==> src/rtl/mul_unit_if.sv <==
// mul_unit_if: EXE-stage operand/control bundle and HI/LO result bundle
// exchanged between the pipeline and the multiplier.
interface mul_unit_if;
   logic [31:0] EXE_ResultA;
   logic [31:0] EXE_ResultB;
   logic [4:0]  EXE_ALUOp;
   logic        EXE_Valid;
   logic        EXE_Flush;
   logic        EXE_Stall;
   logic [31:0] HI_In;
   logic [31:0] LO_In;
   logic [31:0] MUL_Out;
   logic [31:0] MUL_HI;
   logic [31:0] MUL_LO;
   logic        MUL_Busy;
   logic        MUL_Done;

   // Pipeline side: drives operands/control, consumes results
   modport master (
      output EXE_ResultA, EXE_ResultB, EXE_ALUOp, EXE_Valid, EXE_Flush, EXE_Stall,
      output HI_In, LO_In,
      input  MUL_Out, MUL_HI, MUL_LO, MUL_Busy, MUL_Done
   );

   // Multiplier side
   modport slave (
      input  EXE_ResultA, EXE_ResultB, EXE_ALUOp, EXE_Valid, EXE_Flush, EXE_Stall,
      input  HI_In, LO_In,
      output MUL_Out, MUL_HI, MUL_LO, MUL_Busy, MUL_Done
   );
endinterface

==> src/rtl/mul_unit.sv <==
// mul_unit: fixed 3-cycle 32x32 multiplier (MUL/MULT/MULTU) built from four
// registered 17x17 partial products. Define MUL_MADD_EN to also accept
// MADD/MADDU/MSUB/MSUBU, accumulating into the HI/LO value sampled at start.
module mul_unit (
   input logic       clk,
   input logic       resetn,
   mul_unit_if.slave mif
);
   localparam int unsigned DW  = 32;
   localparam int unsigned XW  = DW + 1;
   localparam int unsigned HW  = 17;
   localparam int unsigned PPW = 2 * HW;
   localparam int unsigned RW  = 2 * DW;

   localparam logic [4:0] OP_MUL   = 5'h10;
   localparam logic [4:0] OP_MULT  = 5'h11;
   localparam logic [4:0] OP_MULTU = 5'h12;
   localparam logic [4:0] OP_MADD  = 5'h13;
   localparam logic [4:0] OP_MADDU = 5'h14;
   localparam logic [4:0] OP_MSUB  = 5'h15;
   localparam logic [4:0] OP_MSUBU = 5'h16;

   typedef enum logic [1:0] {IDLE, PP, SUM, DONE} state_t;

   state_t                 state;
   logic [XW-1:0]          op_a, op_b;
   logic signed [PPW-1:0]  pp_ll, pp_lh, pp_hl, pp_hh;
   logic [RW-1:0]          product;

   logic                   recognised_c, signed_c, accum_c, sub_c, start_c;
   logic [RW-1:0]          prod_sum_c;

   // Opcode decode: which ops start the unit and how operands extend
   always_comb begin
      recognised_c = 1'b0;
      signed_c     = 1'b0;
      accum_c      = 1'b0;
      sub_c        = 1'b0;
      unique case (mif.EXE_ALUOp)
         OP_MUL, OP_MULT: begin recognised_c = 1'b1; signed_c = 1'b1; end
         OP_MULTU:        recognised_c = 1'b1;
`ifdef MUL_MADD_EN
         OP_MADD:  begin recognised_c = 1'b1; signed_c = 1'b1; accum_c = 1'b1; end
         OP_MADDU: begin recognised_c = 1'b1; accum_c = 1'b1; end
         OP_MSUB:  begin recognised_c = 1'b1; signed_c = 1'b1; accum_c = 1'b1; sub_c = 1'b1; end
         OP_MSUBU: begin recognised_c = 1'b1; accum_c = 1'b1; sub_c = 1'b1; end
`endif
         default: ;
      endcase
   end

   assign start_c = resetn && (state == IDLE) && mif.EXE_Valid && !mif.EXE_Flush && recognised_c;

   assign mif.MUL_Busy = !mif.EXE_Flush && (start_c || state == PP || state == SUM);
   assign mif.MUL_Done = !mif.EXE_Flush && (state == DONE);
   assign mif.MUL_Out  = product[DW-1:0];
   assign mif.MUL_HI   = product[RW-1:DW];
   assign mif.MUL_LO   = product[DW-1:0];

   // Recombine partial products: hh<<32 + (lh+hl)<<16 + ll, modulo 2^64
   assign prod_sum_c = ({{(RW-PPW){pp_hh[PPW-1]}}, pp_hh} << DW)
                     + ({{(RW-PPW){pp_lh[PPW-1]}}, pp_lh} << (HW-1))
                     + ({{(RW-PPW){pp_hl[PPW-1]}}, pp_hl} << (HW-1))
                     +  {{(RW-PPW){pp_ll[PPW-1]}}, pp_ll};

`ifdef MUL_MADD_EN
   logic [RW-1:0] acc_base;
   logic          acc_sub;
`else
   logic unused_madd;
   assign unused_madd = ^{mif.HI_In, mif.LO_In, accum_c, sub_c};
`endif

   // Sequencer and datapath registers: IDLE -> PP -> SUM -> DONE
   always_ff @(posedge clk or negedge resetn) begin
      if (!resetn) begin
         state    <= IDLE;
         op_a     <= '0;
         op_b     <= '0;
         pp_ll    <= '0;
         pp_lh    <= '0;
         pp_hl    <= '0;
         pp_hh    <= '0;
         product  <= '0;
`ifdef MUL_MADD_EN
         acc_base <= '0;
         acc_sub  <= 1'b0;
`endif
      end else if (mif.EXE_Flush) begin
         state <= IDLE;
      end else begin
         unique case (state)
            IDLE: if (start_c) begin
               op_a  <= {signed_c & mif.EXE_ResultA[DW-1], mif.EXE_ResultA};
               op_b  <= {signed_c & mif.EXE_ResultB[DW-1], mif.EXE_ResultB};
`ifdef MUL_MADD_EN
               acc_base <= accum_c ? {mif.HI_In, mif.LO_In} : '0;
               acc_sub  <= sub_c;
`endif
               state <= PP;
            end
            PP: begin
               pp_ll <= $signed({1'b0, op_a[HW-2:0]}) * $signed({1'b0, op_b[HW-2:0]});
               pp_lh <= $signed({1'b0, op_a[HW-2:0]}) * $signed(op_b[XW-1:HW-1]);
               pp_hl <= $signed(op_a[XW-1:HW-1]) * $signed({1'b0, op_b[HW-2:0]});
               pp_hh <= $signed(op_a[XW-1:HW-1]) * $signed(op_b[XW-1:HW-1]);
               state <= SUM;
            end
            SUM: begin
`ifdef MUL_MADD_EN
               product <= acc_sub ? (acc_base - prod_sum_c) : (acc_base + prod_sum_c);
`else
               product <= prod_sum_c;
`endif
               state <= DONE;
            end
            DONE: if (!mif.EXE_Stall) state <= IDLE;
            default: state <= IDLE;
         endcase
      end
   end
endmodule

==> src/flat_wrapper.sv <==
// flat-port wrapper written by rule: the top's interface ports become plain ports
module mul_unit_flat 
  (clk, resetn, mif_EXE_ResultA, mif_EXE_ResultB, mif_EXE_ALUOp, mif_EXE_Valid, mif_EXE_Flush, mif_EXE_Stall, mif_HI_In, mif_LO_In, mif_MUL_Out, mif_MUL_HI, mif_MUL_LO, mif_MUL_Busy, mif_MUL_Done);
  mul_unit_if mif_i ();
  input logic clk;
  input logic resetn;
  input wire logic [$bits(mif_i.EXE_ResultA)-1:0] mif_EXE_ResultA;
  input wire logic [$bits(mif_i.EXE_ResultB)-1:0] mif_EXE_ResultB;
  input wire logic [$bits(mif_i.EXE_ALUOp)-1:0] mif_EXE_ALUOp;
  input wire logic [$bits(mif_i.EXE_Valid)-1:0] mif_EXE_Valid;
  input wire logic [$bits(mif_i.EXE_Flush)-1:0] mif_EXE_Flush;
  input wire logic [$bits(mif_i.EXE_Stall)-1:0] mif_EXE_Stall;
  input wire logic [$bits(mif_i.HI_In)-1:0] mif_HI_In;
  input wire logic [$bits(mif_i.LO_In)-1:0] mif_LO_In;
  output wire logic [$bits(mif_i.MUL_Out)-1:0] mif_MUL_Out;
  output wire logic [$bits(mif_i.MUL_HI)-1:0] mif_MUL_HI;
  output wire logic [$bits(mif_i.MUL_LO)-1:0] mif_MUL_LO;
  output wire logic [$bits(mif_i.MUL_Busy)-1:0] mif_MUL_Busy;
  output wire logic [$bits(mif_i.MUL_Done)-1:0] mif_MUL_Done;
  assign mif_i.EXE_ResultA = mif_EXE_ResultA;
  assign mif_i.EXE_ResultB = mif_EXE_ResultB;
  assign mif_i.EXE_ALUOp = mif_EXE_ALUOp;
  assign mif_i.EXE_Valid = mif_EXE_Valid;
  assign mif_i.EXE_Flush = mif_EXE_Flush;
  assign mif_i.EXE_Stall = mif_EXE_Stall;
  assign mif_i.HI_In = mif_HI_In;
  assign mif_i.LO_In = mif_LO_In;
  assign mif_MUL_Out = mif_i.MUL_Out;
  assign mif_MUL_HI = mif_i.MUL_HI;
  assign mif_MUL_LO = mif_i.MUL_LO;
  assign mif_MUL_Busy = mif_i.MUL_Busy;
  assign mif_MUL_Done = mif_i.MUL_Done;
  mul_unit u_core (.clk(clk), .resetn(resetn), .mif(mif_i));
endmodule
==> config.mk <==
export PLATFORM = sky130hd
export DESIGN_NAME = mul_unit_flat
export DESIGN_NICKNAME = d
export VERILOG_FILES = /design/src/rtl/mul_unit_if.sv /design/src/rtl/mul_unit.sv /design/src/flat_wrapper.sv
export SDC_FILE = /design/constraint.sdc
export NUM_CORES = 2
export LEC_CHECK = 0
export CAP_MARGIN = 0
export CORE_MARGIN = 2
export CORE_UTILIZATION = 55
export CTS_CLUSTER_SIZE = 8
export DETAILED_ROUTE_END_ITERATION = 12
export PLACE_DENSITY = 0.83
export SLEW_MARGIN = 10
export SYNTH_ARGS = -nofsm -noshare
export SYNTH_HDL_FRONTEND = slang
export SYNTH_SLANG_ARGS = --single-unit
==> constraint.sdc <==
create_clock -name clk -period 7.8 [get_ports clk]
set_input_delay 1.56 -clock clk [delete_from_list [all_inputs] [get_ports clk]]
set_output_delay 1.56 -clock clk [all_outputs]
set_load 0.1 [all_outputs]
# Yosys cells after proc, flatten, opt, wreduce, memory -nomap -nowiden
# Index checks and enable logic that the tools add are counted.
# Widths: inputs -> output; s select.
dict set report word_totals {
  wordCells 48
  in_bits 138
  register_bits 266
}
dict set report classes {
  addsub 3
  bitwise 3
  n_mul 4
  n_reduce_logical 16
  n_mux 6
  eq_ne 8
}
# operator n
set ops {}
lappend ops {{$add 64x64->64} 3}
lappend ops {{$mul 17x17->34} 2}
lappend ops {{$mul 16x16->32} 1}
lappend ops {{$mul 17x17->32} 1}
lappend ops {{$eq 5x5->1 const B} 3}
lappend ops {{$pmux 2 s4} 1}
lappend ops {{$logic_and 1x1->1} 6}
lappend ops {{$mux 2} 3}
lappend ops {{$reduce_and 2->1} 3}
lappend ops {{$eq 2x2->1 const B} 2}
lappend ops {{$ne 3x2->1 const B} 1}
lappend ops {{$ne 3x3->1 const B} 1}
lappend ops {{$reduce_and 3->1} 1}
lappend ops {{$reduce_or 3->1} 1}
lappend ops {{$and 1x1->1} 2}
lappend ops {{$eq 2x1->1 const B} 1}
lappend ops {{$logic_not 2->1} 1}
lappend ops {{$logic_or 1x1->1} 2}
lappend ops {{$mux 1} 2}
lappend ops {{$reduce_or 2->1} 1}
lappend ops {{$logic_not 1->1} 1}
lappend ops {{$not 1->1} 1}

# Longest topological paths before layout
dict set report depth {
  ltp_word 8
  mapped_depth 26
}

# Worst setup path before layout
# OpenSTA, ideal clock, no wires.
dict set report synth_timing {
  path_type {reg-to-reg}
  startpoint {register u_core.op_b[18]}
  endpoint {register u_core.pp_lh[32]}
  arrival_ns 6.137
  period_less_slack_ns 6.206
  stages_incl_launch_ff 24
  setup_ns 0.069
  required_ns 7.731
  setup_slack_ns 1.594
  path_cell_list {dfrtp_1 -> clkbuf_1 -> nand2_1 -> fa_1 -> fa_1 -> fa_1 -> inv_1 -> fa_1 -> fa_1 -> inv_1 -> fa_1 -> inv_1 -> ha_1 -> buf_6 -> a21o_1 -> a21o_1 -> a21oi_1 -> o21ai_1 -> o21a_2 -> a2111oi_2 -> or3_4 -> o21ai_2 -> or4_1 -> nand3_1}
}
dict set report synth_between {
  elab_chain_len 1
}
# element line_no
set synth_lines {}
lappend synth_lines {{start: declaration} mul_unit.sv:26} ;# logic [XW-1:0] op_a, op_b;
lappend synth_lines {{start signal: assignment} mul_unit.sv:95} ;# op_b <= {signed_c & mif.EXE_ResultB[DW-1], mif.EXE_ResultB};
lappend synth_lines {{$mul 17x17->34} mul_unit.sv:104} ;# pp_lh <= $signed({1'b0, op_a[HW-2:0]}) * $signed(op_b[XW-1:HW-1]);
lappend synth_lines {{end signal: assignment} mul_unit.sv:104}
lappend synth_lines {{end: declaration} mul_unit.sv:27} ;# logic signed [PPW-1:0] pp_ll, pp_lh, pp_hl, pp_hh;
# Every way passes these cells.
# A chain may end at the register's enable or synchronous reset.

# Worst setup path in the final report
dict set report layout_timing {
  startpoint {register u_core.op_a[22]}
  endpoint {register u_core.pp_hh[30]}
}
dict set report layout_between {
  elab_chain_len 1
}
# element line_no
set layout_lines {}
lappend layout_lines {{start: declaration} mul_unit.sv:26}
lappend layout_lines {{start signal: assignment} mul_unit.sv:94} ;# op_a <= {signed_c & mif.EXE_ResultA[DW-1], mif.EXE_ResultA};
lappend layout_lines {{$mul 17x17->32} mul_unit.sv:106} ;# pp_hh <= $signed(op_a[XW-1:HW-1]) * $signed(op_b[XW-1:HW-1]);
lappend layout_lines {{end signal: assignment} mul_unit.sv:106}
lappend layout_lines {{end: declaration} mul_unit.sv:27}
# Every way passes these cells.

==> flow_metrics.py <==
metrics = {
    "sta": {
        "worst_slew_pin_slew_ps": 1300,
        "hold_slack_ps": 463,
        "setup_violations": 0,
        "tns_ps": 0,
        "period_needed_ps": 7510,
        "rsz0062_at_grt": "no",
        "max-slew-margin-rel": 0.132,
        "maxSlewViolCount": 0,
        "finalClockSkew_ps": 38.5,
        "fmax_ghz": 0.133,
        "final-hold-violation-count": 0,
        "post-route-period-util": 0.963,
    },
    "cts": {
        "clkSinkCount": 264,
        "path_clk_slew_ps": 60,
        "cts_buffers": 41,
        "cts_buffer_depth": 3,
        "cts_max_level": 2,
        "cts_hold_buffers": 0,
        "clock_latency_ps": 610,
        "post_cts_buffers": 0,
        "cts_root_buffer": "clkbuf_16",
        "cts_tree": "done",
        "post_cts_resized": 0,
    },
    "yosys": {
        "ys_top_cells_by_area": "fa_1 (39%), dfrtp_1 (13%), ha_1 (11%)",
        "async_flop_share": 1.00,
        "ys_types": 75,
        "ys_seq_elements": 264,
        "yosysMostFrequentCell": "inv_1",
        "synth_fp_nets": 7115,
        "netlist_top_cells_count": "inv_1 (1104), fa_1 (1012), nand2_1 (817), and2_1 (523), ha_1 (452)",
        "synth_enable_flop_cells": 0,
        "synthFlopType": "dfrtp_1",
        "yosysTopAreaCell": "fa_1",
        "yosys_warnings": 0,
        "syn-instance-count": 5513,
        "yosysSeqAreaShare": 0.128,
        "synth_top_area_frac": 0.394,
        "syn_area_sq_mm": 0.0515,
        "avgSynthCellArea_sq_um": 9.34,
    },
    "global_routing": {
        "grt_pass1_vias": 40900,
        "grt.total_usage": 0.282,
        "gr-total-overflow": 0,
        "antenna_found_initial": 10,
        "grt_first_pass_wirelength_um": 212000,
        "grt_start_max_net_pins": 137,
    },
    "place": {
        "place_hpwl_um": 106000,
        "portBuffers": 171,
        "dpl_cell_area_sq_mm": 0.0545,
        "finalWeightedCongestion": 0.940,
    },
    "die": {
        "die_area_sq_mm": 0.0960,
        "dieHeight_um": 310,
        "fp.coreArea_sq_mm": 0.0930,
        "die_w_um": 310,
        "start_util": 0.553,
        "io_pins": 236,
        "rows": 112,
    },
    "route": {
        "dr_wl_met3_um": 14400,
        "ant_nets": 0,
        "wl_met2_um": 60000,
        "dr.pass1.iters": 6,
        "drc": 0,
        "viasPerCell": 5.55,
        "top_layer": "met5",
        "wirelength_um": 130000,
        "vias": 37900,
        "drt-initial-drc-count": 3095,
        "wl_met1_um": 50800,
        "wl_per_cell_um": 19.1,
    },
    "critical_path": {
        "startpoint_type": "register",
        "cp_num_buf_inv": 5,
        "end_kind": "register",
        "cp-startpoint": "u_core.op_a[22]$_DFFE_PN0P_",
        "crit_slowest_cell": "dfrtp_1",
        "cp_top_family": "adder cells",
        "path_cells": "buf_4 > and2_1 > fa_1 > inv_1 > fa_1 > fa_1 > inv_1 > fa_1 > fa_1 > inv_1 > fa_1 > inv_1 > ha_1 > a21o_1 > and2_1 > o41ai_1 > nand2_1 > a311oi_1 > nor3_1 > nor3_1 > xor2_1 > o21ai_0",
        "cpPeakStageDelay_ps": 790,
        "crit_top_cell": "fa_1",
        "r2r_start": "u_core.op_a[22]$_DFFE_PN0P_",
        "critPathKind": "reg -> reg",
        "cp.required_ps": 8270,
        "cp_max_fo": 18,
        "arrival_ps": 7980,
    },
    "layout": {
        "drive_gt1_frac": 0.0526,
        "fin_nets": 7163,
        "final_area_sq_mm": 0.0556,
        "syn2layout_area_growth_pct": 8.11,
    },
    "worst_hold_path": {
        "hp-start": "u_core.pp_ll[7]$_DFFE_PN0P_",
        "hold_class": "reg -> reg",
    },
    "power_and_ir_drop": {
        "p_leak_nw": 29.4,
        "p_per_area_mw_per_mm2": 288,
        "peakVddDrop_v": 0.000238,
    },
    "job": {
        "max_cap_violations": 0,
    },
    "status": {
        "status": "finished, final reports clean",
    },
}
metrics by stage:
stage          power, mW   util  std cells  worst slack [ps]
2_1_floorplan       10.9      -       5513              1590
3_3_place_gp        13.7  0.586       6772               575
3_5_place_dp        14.1  0.586       6772               492
4_1_cts             15.9  0.598       6823               480
5_1_grt             17.5  0.598       6823               108
6_report            16.0  0.598       6825               288
cells by family after synthesis:
| kind of cell | Yosys count | share of synthesized area |
|---|---|---|
| and+or+nand+nor | 1576 | 0.148 |
| DFF | 264 | 0.128 |
| adders and majority gates | 1464 | 0.504 |
| muxes | 88 | 0.0192 |
| AOI/OAI and AO/OA | 553 | 0.0679 |
| xor gates and xnor gates | 167 | 0.0284 |
| buffers and inverters | 1401 | 0.105 |
area by class of cell:
type / instances / area [sq um]
inverter: 1104 / 4140
clock inverter: 8 / 51.3
tap: 1254 / 1570
multi-input combinational: 3848 / 39500
antenna: 2 / 5.00
fill: 7392 / 37400
timing repair buffer: 302 / 2720
clock buffer: 43 / 1040
sequential: 264 / 6610
tightest hold or removal path: cells and delay by family (launching register included):
kind / cells / cell delay (ps)
and+or+nand+nor: 2 / 100
DFF: 1 / 340
registers in the layout, indices dropped and copies added (netlist names):
name,flops
u_core.product,64
u_core.state,2
u_core.pp_lh,34
u_core.op_a,33
u_core.pp_hh,32
u_core.pp_ll,32
u_core.pp_hl,34
u_core.op_b,33
metal layers:
metal  GRT usage  up-vias
met5           0        -
met4       0.106        4
met3      0.0708      315
met2       0.456     1828
met1       0.367    19000
li1            -    16700
power breakdown:
group	switching, mW	internal (mW)	leakage, nW	total (mW)
combinational	7.41	4.43	25.3	11.8
clock	0.691	0.939	0.546	1.63
sequential	0.763	1.78	3.54	2.54
layout by cell type, fill, tap and decap left out, types with 80 or more instances in the layout:
cell,count
ha_1,452
inv_1,1104
xnor2_1,91
fa_1,1012
o21ai_0,184
nor2_1,80
a21oi_1,108
clkdlybuf4s50_1,169
buf_4,130
dfrtp_1,264
and2_1,523
mux2_2,85
nand2_1,815
a21o_1,86
final timing paths:
check,endpoint,cells past startpoint,slack [ps]
max,u_core.pp_hh[30]$_DFFE_PN0P_,22,290
min,u_core.product[7]$_DFFE_PN0P_,2,460
max reg2reg,u_core.pp_hh[30]$_DFFE_PN0P_,22,290
min reg2reg,u_core.product[7]$_DFFE_PN0P_,2,460
max in group asynchronous,u_core.op_a[9]$_DFFE_PN0P_,3,5130
min in group asynchronous,u_core.pp_hh[30]$_DFFE_PN0P_,1,880
No activity file was read; power rests on OpenSTA's default activity.
